<file path="config.mk">
export PLATFORM = sky130hd
export DESIGN_NAME = controller4_alloc
export DESIGN_NICKNAME = d
export VERILOG_FILES = /design/src/rtl/controller4_alloc.sv
export SDC_FILE = /design/constraint.sdc
export NUM_CORES = 1
export LEC_CHECK = 0
export CAP_MARGIN = 20
export CORE_AREA = 10 10 170 172
export DETAILED_ROUTE_END_ITERATION = 16
export DIE_AREA = 0 0 180 182
export DONT_BUFFER_PORTS = 1
export PLACE_DENSITY = 0.38
export SLEW_MARGIN = 20
export SYNTH_ARGS = -nofsm -noshare
export SYNTH_HDL_FRONTEND = slang
export SYNTH_SLANG_ARGS = --single-unit
</file>
<file path="constraint.sdc">
create_clock -name clk -period 8.48 [get_ports clk]
set_input_delay 1.696 -clock clk [delete_from_list [all_inputs] [get_ports clk]]
set_output_delay 1.696 -clock clk [all_outputs]
set_load 0.05 [all_outputs]
</file>
<file path="src/rtl/controller4_alloc.sv">
// Wormhole switch allocator for a four-port mesh node. It routes head flits by XY,
// arbitrates round-robin per output, and holds each connection for the whole packet.
`timescale 1ns/1ps
module controller4_alloc #(
    parameter int NODE_X = 0,
    parameter int NODE_Y = 0,
    parameter int DIR_0  = 0,
    parameter int DIR_1  = 1,
    parameter int DIR_2  = 2
) (
    input  logic            clk,
    input  logic            rst,
    input  logic [3:0]      packet_valid,
    input  logic [3:0][7:0] packet_addr,
    input  logic [3:0][7:0] packet_len,
    input  logic [3:0]      buffer_full_in,
    output logic [15:0]     grant,
    output logic [3:0]      pop,
    output logic [3:0]      busy,
    output logic            route_err
);

    localparam logic [3:0] LOC_X      = 4'(NODE_X);
    localparam logic [3:0] LOC_Y      = 4'(NODE_Y);
    localparam logic [1:0] DIR_N      = 2'd0;
    localparam logic [1:0] DIR_S      = 2'd1;
    localparam logic [1:0] DIR_E      = 2'd2;
    localparam logic [1:0] DIR_W      = 2'd3;
    localparam logic [1:0] DIR_OF_P0  = 2'(DIR_0);
    localparam logic [1:0] DIR_OF_P1  = 2'(DIR_1);
    localparam logic [1:0] DIR_OF_P2  = 2'(DIR_2);
    localparam logic [1:0] PORT_LOCAL = 2'd3;

    typedef enum logic [0:0] {OUT_IDLE = 1'b0, OUT_LOCK = 1'b1} out_state_e;
    typedef enum logic [0:0] {IN_PASS  = 1'b0, IN_DROP  = 1'b1} in_state_e;

    // Returns {illegal, port}. Comparisons go through a subtraction so that edge
    // nodes (coordinate 0) do not produce constant-folded compares.
    function automatic logic [2:0] route_lookup(input logic [7:0] addr, input logic [1:0] src);
        logic [4:0] dx;
        logic [4:0] dy;
        logic [1:0] dir;
        logic       is_local;
        logic [2:0] res;
        dx       = {1'b0, addr[3:0]} - {1'b0, LOC_X};
        dy       = {1'b0, addr[7:4]} - {1'b0, LOC_Y};
        dir      = DIR_N;
        is_local = 1'b0;
        if (dx != 5'd0) begin
            dir = dx[4] ? DIR_W : DIR_E;
        end else if (dy != 5'd0) begin
            dir = dy[4] ? DIR_N : DIR_S;
        end else begin
            is_local = 1'b1;
        end
        if (is_local) begin
            res = {1'b0, PORT_LOCAL};
        end else if (dir == DIR_OF_P0) begin
            res = {1'b0, 2'd0};
        end else if (dir == DIR_OF_P1) begin
            res = {1'b0, 2'd1};
        end else if (dir == DIR_OF_P2) begin
            res = {1'b0, 2'd2};
        end else begin
            res = {1'b1, PORT_LOCAL};
        end
        if (res[1:0] == src) begin
            res[2] = 1'b1;
        end else begin
            res[2] = res[2];
        end
        return res;
    endfunction

    // Returns {found, index} of the first requester strictly after last, wrapping.
    function automatic logic [2:0] rr_pick(input logic [3:0] req, input logic [1:0] last);
        logic [2:0] res;
        logic [1:0] idx;
        res = 3'b000;
        for (int k = 1; k <= 4; k++) begin
            idx = last + 2'(k);
            if (req[idx] && !res[2]) begin
                res = {1'b1, idx};
            end else begin
                res = res;
            end
        end
        return res;
    endfunction

    function automatic logic [7:0] len_load(input logic [7:0] len);
        return (len == 8'd0) ? 8'd1 : len;
    endfunction

    out_state_e out_state_q [4];
    out_state_e out_state_d [4];
    logic [1:0] win_q       [4];
    logic [1:0] win_d       [4];
    logic [7:0] cnt_q       [4];
    logic [7:0] cnt_d       [4];
    logic [1:0] last_q      [4];
    logic [1:0] last_d      [4];
    in_state_e  in_state_q  [4];
    in_state_e  in_state_d  [4];
    logic [7:0] drop_cnt_q  [4];
    logic [7:0] drop_cnt_d  [4];
    logic       route_err_q;
    logic       route_err_d;

    logic [2:0] route_info_s [4];
    logic [3:0] held_s;
    logic [3:0] head_s;
    logic [3:0] drop_start_s;
    logic [3:0] req_s        [4];
    logic [2:0] pick_s       [4];
    logic [3:0] xfer_s;

    // Route classification, lock status and per-output requests from registered state.
    always_comb begin
        for (int i = 0; i < 4; i++) begin
            route_info_s[i] = route_lookup(packet_addr[i], 2'(i));
            held_s[i]       = (in_state_q[i] == IN_DROP);
            for (int o = 0; o < 4; o++) begin
                held_s[i] = held_s[i] | ((out_state_q[o] == OUT_LOCK) && (win_q[o] == 2'(i)));
            end
            head_s[i]       = packet_valid[i] & ~held_s[i];
            drop_start_s[i] = head_s[i] & route_info_s[i][2];
        end
        for (int o = 0; o < 4; o++) begin
            for (int i = 0; i < 4; i++) begin
                req_s[o][i] = head_s[i] & ~route_info_s[i][2] & (route_info_s[i][1:0] == 2'(o));
            end
            pick_s[o] = rr_pick(req_s[o], last_q[o]);
            xfer_s[o] = (out_state_q[o] == OUT_LOCK) & packet_valid[win_q[o]] & ~buffer_full_in[o];
        end
    end

    // Per-output next state: lock on the round-robin winner, release on the last flit.
    always_comb begin
        for (int o = 0; o < 4; o++) begin
            out_state_d[o] = out_state_q[o];
            win_d[o]       = win_q[o];
            cnt_d[o]       = cnt_q[o];
            last_d[o]      = last_q[o];
            case (out_state_q[o])
                OUT_IDLE: begin
                    if (pick_s[o][2]) begin
                        out_state_d[o] = OUT_LOCK;
                        win_d[o]       = pick_s[o][1:0];
                        cnt_d[o]       = len_load(packet_len[pick_s[o][1:0]]);
                    end else begin
                        out_state_d[o] = OUT_IDLE;
                    end
                end
                OUT_LOCK: begin
                    if (xfer_s[o] && (cnt_q[o] < 8'd2)) begin
                        out_state_d[o] = OUT_IDLE;
                        last_d[o]      = win_q[o];
                        cnt_d[o]       = 8'd0;
                    end else if (xfer_s[o]) begin
                        cnt_d[o] = cnt_q[o] - 8'd1;
                    end else begin
                        cnt_d[o] = cnt_q[o];
                    end
                end
                default: begin
                    out_state_d[o] = OUT_IDLE;
                end
            endcase
        end
    end

    // Per-input next state: unroutable packets are drained without a grant.
    always_comb begin
        for (int i = 0; i < 4; i++) begin
            in_state_d[i] = in_state_q[i];
            drop_cnt_d[i] = drop_cnt_q[i];
            case (in_state_q[i])
                IN_PASS: begin
                    if (drop_start_s[i]) begin
                        in_state_d[i] = IN_DROP;
                        drop_cnt_d[i] = len_load(packet_len[i]);
                    end else begin
                        in_state_d[i] = IN_PASS;
                    end
                end
                IN_DROP: begin
                    if (packet_valid[i] && (drop_cnt_q[i] < 8'd2)) begin
                        in_state_d[i] = IN_PASS;
                        drop_cnt_d[i] = 8'd0;
                    end else if (packet_valid[i]) begin
                        drop_cnt_d[i] = drop_cnt_q[i] - 8'd1;
                    end else begin
                        drop_cnt_d[i] = drop_cnt_q[i];
                    end
                end
                default: begin
                    in_state_d[i] = IN_PASS;
                end
            endcase
        end
        route_err_d = |drop_start_s;
    end

    // Output FSM registers; last_winner resets to 3 so input 0 is served first.
    always_ff @(posedge clk) begin
        if (!rst) begin
            for (int o = 0; o < 4; o++) begin
                out_state_q[o] <= OUT_IDLE;
                win_q[o]       <= 2'd0;
                cnt_q[o]       <= 8'd0;
                last_q[o]      <= 2'd3;
            end
        end else begin
            for (int o = 0; o < 4; o++) begin
                out_state_q[o] <= out_state_d[o];
                win_q[o]       <= win_d[o];
                cnt_q[o]       <= cnt_d[o];
                last_q[o]      <= last_d[o];
            end
        end
    end

    // Input drop FSM registers and the route error pulse.
    always_ff @(posedge clk) begin
        if (!rst) begin
            for (int i = 0; i < 4; i++) begin
                in_state_q[i] <= IN_PASS;
                drop_cnt_q[i] <= 8'd0;
            end
            route_err_q <= 1'b0;
        end else begin
            for (int i = 0; i < 4; i++) begin
                in_state_q[i] <= in_state_d[i];
                drop_cnt_q[i] <= drop_cnt_d[i];
            end
            route_err_q <= route_err_d;
        end
    end

    // Grants and busy follow the lock state; pops also need valid and downstream room.
    always_comb begin
        grant = 16'h0000;
        busy  = 4'b0000;
        pop   = 4'b0000;
        for (int o = 0; o < 4; o++) begin
            busy[o] = (out_state_q[o] == OUT_LOCK);
            for (int i = 0; i < 4; i++) begin
                grant[o*4+i] = (out_state_q[o] == OUT_LOCK) && (win_q[o] == 2'(i));
                pop[i]       = pop[i] | (grant[o*4+i] & xfer_s[o]);
            end
        end
        for (int i = 0; i < 4; i++) begin
            pop[i] = pop[i] | ((in_state_q[i] == IN_DROP) & packet_valid[i]);
        end
    end

    assign route_err = route_err_q;

endmodule

</file>
==> metrics, run 1 <==
Final min period=5050 ps; worst IR drop on VDD=0.0000840 V; Core Footprint=0.0256 mm^2; Post-DRT Antenna Nets=0; Pre-antenna DRT Iters=5; sequential-to-total area share from yosys stat=0.277; antenna violations before repair=0; CTS sink cnt=87; CP Cell Sequence=mux4_1, nand3b_1, inv_1, nand2_1, nor2_1, a21oi_1, nand4_1; Port Buffer Count=0; GRT overflow=0; largest family of logic cells by synthesized area=simple AND/OR/NAND/NOR gates; worst path arrival time=3350 ps; syn nets=879; # IOs=99; synthesized cell area=0.00628 mm^2; fin nets=845; Slew @ Worst Pin=1070 ps; R2R Setup Slk=4620 ps; latest clock arrival within the worst-skew pair=360 ps; Reg clk slew, reported paths=80 ps; #FFs+latches synth=87; n_diodes=0; Area Overhead vs Synth=8.03%; TritonCTS clock tree=done; pin count of the biggest net entering global routing=38; top_reg_cell synth=dfxtp_1; # Post-CTS Setup Buffers=0; crit path capture type=output pin; max frequency=198 MHz; CP max FO=8; die area=0.0328 mm^2; slack of the critical path=3430 ps; first-pass GRT wire length=37.4 mm; post-synthesis mux area share=0.0548; Final Max Tran Viols=0; Initial Utilization=0.245; post-synthesis simple-gate area fraction=0.294; CP max stage delay=530 ps; die height=182 um; CP startpoint kind=input pin; Post-Synth Adder-Cell Area=0.0159; Static Leakage=2.53 nW; Setup Slack @ Placement=3410 ps; instance area at placement=0.00650 mm^2; Final setup viols=0; pwr dens=159 mW/mm^2; status=finished, final reports clean; drt wl/cell=22.2 um; fraction of the mapped netlist area in compound gates=0.258; Yosys cell types=94; Die Wd=180 um; total clock buffers created by CTS=9; 1st-iter DRT viols=461; H-Tree Depth=3; Final Skew=12.3 ps; RD Place Congestion=0.850; Via density=5.43; row count=59; Final Non-Filler Cells=1103; relative slew slack=0.281; xor/xnor share of the synthesized area=0.0307; layout cell share with drive strength beyond 1=0.0794; period utilisation layout=0.595; DP Wirelength=19.1 mm; via count=5989; buffers from clock root to sink, at most=2; Critical Path RT=6780 ps; hold buffer count at CTS=0; final hold vios=0; worst hold slack=470 ps; slowest stage cell, crit path=nand4_1; Sum Neg Setup Slack=0 ps; Post-synth EDFFs=0; Crit Path Class=in2out; aggregate routed wire length=24.5 mm; RSZ-0062 raised after global routing=false; Placed Cells=1087; Root Driver=clkbuf_16; number of filler cells placed in the layout=2849; number of global-route vias before repair=5932; Total GRT Usage=0.146; Syn. warnings=0; asr flop ratio synth=0; worst min path class=reg2reg; post-CTS sizing=0; Avg Cell Area, Syn=7.88 um^2; fin area=0.00678 mm^2; MaxCap Viol Count=0; DRC viols=0; Syn Inst Count=797
layout by cell type (no fill, tap or decap), types with 7 or more instances in the layout:
| cell type | Yosys | layout |
|---|---|---|
| o21ai_0 | 47 | 47 |
| a21oi_1 | 35 | 35 |
| and3b_1 | 10 | 10 |
| or3_1 | 7 | 7 |
| and3_1 | 11 | 11 |
| nor3_1 | 26 | 26 |
| xnor2_1 | 13 | 13 |
| ha_1 | 8 | 8 |
| or4_1 | 9 | 9 |
| and2_1 | 7 | 7 |
| o221ai_1 | 14 | 14 |
| o22ai_1 | 13 | 12 |
| inv_1 | 42 | 42 |
| a22oi_1 | 13 | 13 |
| nand3_1 | 27 | 27 |
| nand2b_1 | 11 | 11 |
| nor4_1 | 27 | 27 |
| o21ai_1 | 11 | 11 |
| nand4_1 | 15 | 15 |
| nor2_1 | 79 | 79 |
| dfxtp_1 | 87 | 87 |
| o2bb2ai_1 | 7 | 7 |
| nand2_1 | 51 | 51 |
| buf_4 | 8 | 7 |
| xor2_1 | 9 | 9 |
| a31oi_1 | 12 | 12 |
| nand3b_1 | 7 | 7 |
| clkbuf_16 | 0 | 9 |
| o211a_1 | 8 | 8 |
| o211ai_1 | 9 | 9 |
| mux2i_1 | 16 | 16 |
cells in the mapped netlist, drive strengths merged (8+ instances only):
library cell	count	area share
dfxtp	87	0.28
nor2	80	0.048
o21ai	59	0.048
nand2	52	0.031
inv	42	0.025
a21oi	36	0.029
nor4	32	0.044
nand3	28	0.023
clkbuf	27	0.016
nor3	27	0.022
buf	25	0.027
mux2i	16	0.026
nand4	15	0.015
a22oi	14	0.019
o221ai	14	0.020
a31oi	13	0.014
o22ai	13	0.013
xnor2	13	0.018
or4	12	0.016
and3	11	0.011
nand2b	11	0.011
and3b	10	0.014
a21boi	9	0.011
and2	9	0.0096
o211ai	9	0.011
xor2	9	0.013
ha	8	0.016
mux2	8	0.014
o211a	8	0.013
stage by stage:
| step | total power, mW | utilization |
|---|---|---|
| after global routing | 1.13 | 0.265 |
| final | 1.08 | 0.265 |
| after CTS | 1.09 | 0.264 |
| after global placement | 0.693 | 0.254 |
| after floorplan | 0.636 | - |
| after detailed placement | 0.690 | 0.254 |
critical path, delay by kind of cell:
kind / cells / cell delay [ps]
buffers and inverters: 1 / 100
AND/OR/NAND/NOR: 4 / 920
AO/OA/AOI/OAI: 1 / 140
multiplexers: 1 / 480
cells by family (layout without fill, tap and decap cells):
kind of cell / count (synthesis) / count (layout)
flops: 87 / 87
xor+xnor: 22 / 22
compound gates: 232 / 232
mux: 28 / 28
simple gates: 325 / 325
buf+inv: 95 / 66
fa+ha+maj: 8 / 8
report_power, final:
group | switching, mW | internal (mW)
registers | 0.0253 | 0.427
logic | 0.142 | 0.0873
clock network | 0.194 | 0.201
total | 0.361 | 0.715
registers in the layout, summed over array words and instances, names as in the netlist:
name and flops:
drop_cnt_q 32, last_q 6, in_state_q 4, cnt_q 32
route_err 1, win_q 8, out_state_q 4
layer usage:
metal	wire length, um	track usage	vias to the layer above	share of wire
met2	11300	0.234	146	0.46
li1	-	-	2929	-
met3	1610	0.0402	22	0.066
met1	11200	0.186	2892	0.46
met5	0	0	-	0
met4	443	0.0457	0	0.018
cell type report:
class                           count  area [um^2]  share of cell area
Clock inverter                      6         43.8             0.00646
Clock buffer                       10          229              0.0338
Inverter                           43          161              0.0238
Timing Repair Buffer                7         52.6             0.00775
Multi-Input combinational cell    615         4130               0.610
Sequential cell                    87         1740               0.257
Tap cell                          335          419              0.0618
worst paths after layout:
| kind | from | end | depth (start not counted) |
|---|---|---|---|
| max | packet_valid[1] | pop[2] | 7 |
| min | cnt_q[0][7] | cnt_q[0][7] | 1 |
| min reg2reg | cnt_q[0][7] | cnt_q[0][7] | 1 |
| max reg2reg | out_state_q[0] | cnt_q[3][0] | 8 |
No activity file was read; power rests on OpenSTA's default activity.
==> run 2: changes to the inputs <==
Clock period 8.48 ns to 4.66 ns, I/O delays scaled along.
==> run 2 against run 1 <==
Effect of this change:
- global-route usage is 0.081 points higher
- first-iteration DRC count is 9.3% lower
- flip-flop and latch count stayed put
- count of clock-buffer cells in the layout is 2 higher
- non-clock buffer count is 10 higher
- combinational power is 81% higher
- wire length is 0.67% higher
- sequential share of layout area is 0.45 points lower
- final cell count is 1.1% higher
- design area is 1.8% higher
- critical endpoint unchanged
==> metrics, run 2 (synthesis gave the netlist of run 1 again) <==
status=finished, final reports clean (unchanged); Power Total=2.03 mW (was 1.08 mW); Critical Path RT=3730 ps (was 6780 ps); total clock buffers created by CTS=9 (unchanged); Final setup viols=0 (unchanged); pwr dens=294 mW/mm^2 (was 159 mW/mm^2); crit path capture type=output pin (unchanged); Port Buffer Count=0 (unchanged); RD Place Congestion=0.841 (was 0.850); CP max FO=11 (was 8); die area=0.0328 mm^2 (unchanged); drt wl/cell=22.1 um (was 22.2 um); number of filler cells placed in the layout=2815 (was 2849); Routed met3 length=1.78 mm (was 1.61 mm); Final Max Tran Viols=0 (unchanged); worst path arrival time=2780 ps (was 3350 ps); fin nets=855 (was 845); final hold vios=0 (unchanged); DRC viols=0 (unchanged); Sum Neg Setup Slack=0 ps (unchanged); hold buffer count at CTS=0 (unchanged); # Post-CTS Setup Buffers=0 (unchanged); Reg2Reg Depth=9 (was 8); number of global-route vias before repair=5847 (was 5932); layout cell share with drive strength beyond 1=0.0900 (was 0.0794); latest clock arrival within the worst-skew pair=360 ps (about the same); Total GRT Usage=0.147 (was 0.146); Via density=5.42 (was 5.43); aggregate routed wire length=24.7 mm (was 24.5 mm); worst IR drop on VDD=0.000137 V (was 0.0000840 V); Slew @ Worst Pin=1040 ps (was 1070 ps); WL met1=11.0 mm (was 11.2 mm); biggest regs=cnt_q x32, drop_cnt_q x32, win_q x8 (unchanged); antenna violations before repair=1 (was 0); most frequent cells in the layout=87 x dfxtp_1, 79 x nor2_1, 51 x nand2_1 (unchanged); Pre-antenna DRT Iters=6 (was 5); Hold Path Sink=cnt_q[0][7] (unchanged); fin area=0.00690 mm^2 (was 0.00678 mm^2); met2 wire length=11.4 mm (was 11.3 mm); RSZ-0062 raised after global routing=false (unchanged); Root Driver=clkbuf_16 (unchanged); max frequency=269 MHz; Area Overhead vs Synth=9.97% (was 8.03%); Hold Startpoint=cnt_q[0][7] (unchanged); commonest non-fill, non-tap cell in the layout=dfxtp_1 (unchanged); hold path cells=1 (unchanged); Worst R2R Start=out_state_q[2] (was out_state_q[0]); post-CTS sizing=0 (unchanged); pin count of the biggest net entering global routing=38 (unchanged); slack of the critical path=949 ps (was 3430 ps); Static Leakage=2.61 nW (was 2.53 nW); worst min path class=reg2reg (unchanged); 1st-iter DRT viols=418 (was 461); instance area at placement=0.00658 mm^2 (was 0.00650 mm^2); Core Footprint=0.0256 mm^2 (unchanged); Final min period=3710 ps; MaxCap Viol Count=0 (unchanged); reg-to-reg endpoint=cnt_q[1][0] (was cnt_q[3][0]); Initial Utilization=0.245 (unchanged); Reg clk slew, reported paths=70 ps (was 80 ps); Crit Path Class=reg2out (was in2out); Die Wd=180 um (unchanged); R2R Setup Slk=1120 ps (was 4620 ps); GRT overflow=0 (unchanged); CTS sink cnt=87 (unchanged); relative slew slack=0.307 (was 0.281); Post-DRT Antenna Nets=0 (unchanged); highest metal used=met5 (was met4); die height=182 um (unchanged); Final Skew=8.98 ps (was 12.3 ps); via count=6039 (was 5989); H-Tree Depth=3 (unchanged); period utilisation layout=0.796; TritonCTS clock tree=done (unchanged); CP startpoint kind=register (was input pin); first-pass GRT wire length=37.7 mm (was 37.4 mm); # IOs=99 (unchanged); buffers from clock root to sink, at most=2 (unchanged); Setup Slack @ Placement=1090 ps (was 3410 ps); row count=59 (unchanged); DP Wirelength=19.4 mm (was 19.1 mm)
run 2: worst max-delay path by stage:
| stage | startpoint | to | cells past startpoint |
|---|---|---|---|
| after global placement | packet_valid[1] | pop[2] | 7 |
| final | win_q[3][0] | pop[2] | 7 |
| after CTS | win_q[3][0] | pop[2] | 7 |
| after detailed placement | packet_valid[1] | pop[2] | 7 |
| after floorplan | packet_valid[0] | pop[1] | 4 |
| after global routing | win_q[3][0] | pop[2] | 7 |
run 2: final cells by class:
cell class,instances,area [um^2],share of cell area
Antenna cell,2,5.00,0.000725
Inverter,43,161,0.0234
Tap cell,335,419,0.0607
Clock inverter,4,52.6,0.00761
Clock buffer,12,256,0.0372
Sequential cell,87,1740,0.252
Multi-Input combinational cell,615,4140,0.600
Timing Repair Buffer,17,128,0.0185
run 2: per-stage QoR:
stage,hold WS (ps),std cells,utilization
3_3_place_gp,457,1097,0.257
3_5_place_dp,458,1097,0.257
5_1_grt,478,1113,0.269
4_1_cts,468,1113,0.269
2_1_floorplan,442,797,-
6_report,466,1115,0.269
run 2: where the power goes:
| group | leakage (nW) | total, mW | internal, mW | switching [mW] |
|---|---|---|---|---|
| clock network | 0.153 | 0.786 | 0.448 | 0.338 |
| logic | 1.75 | 0.414 | 0.163 | 0.251 |
| registers | 0.706 | 0.828 | 0.777 | 0.0509 |
| total | 2.61 | 2.03 | 1.39 | 0.640 |
run 2: layer usage:
metal	vias up	global-route usage
met5	-	0
met2	179	0.234
met3	31	0.0410
met1	2876	0.187
met4	2	0.0463
li1	2951	-
run 2: worst max-delay path, cell delays in order, from the launching register on:
cell and delay [ps]:
dfxtp_1 600, mux4_1 610, nand3b_1 270, inv_1 100
nand2_1 70, nor2_1 40, a21oi_1 180, nand4_1 550
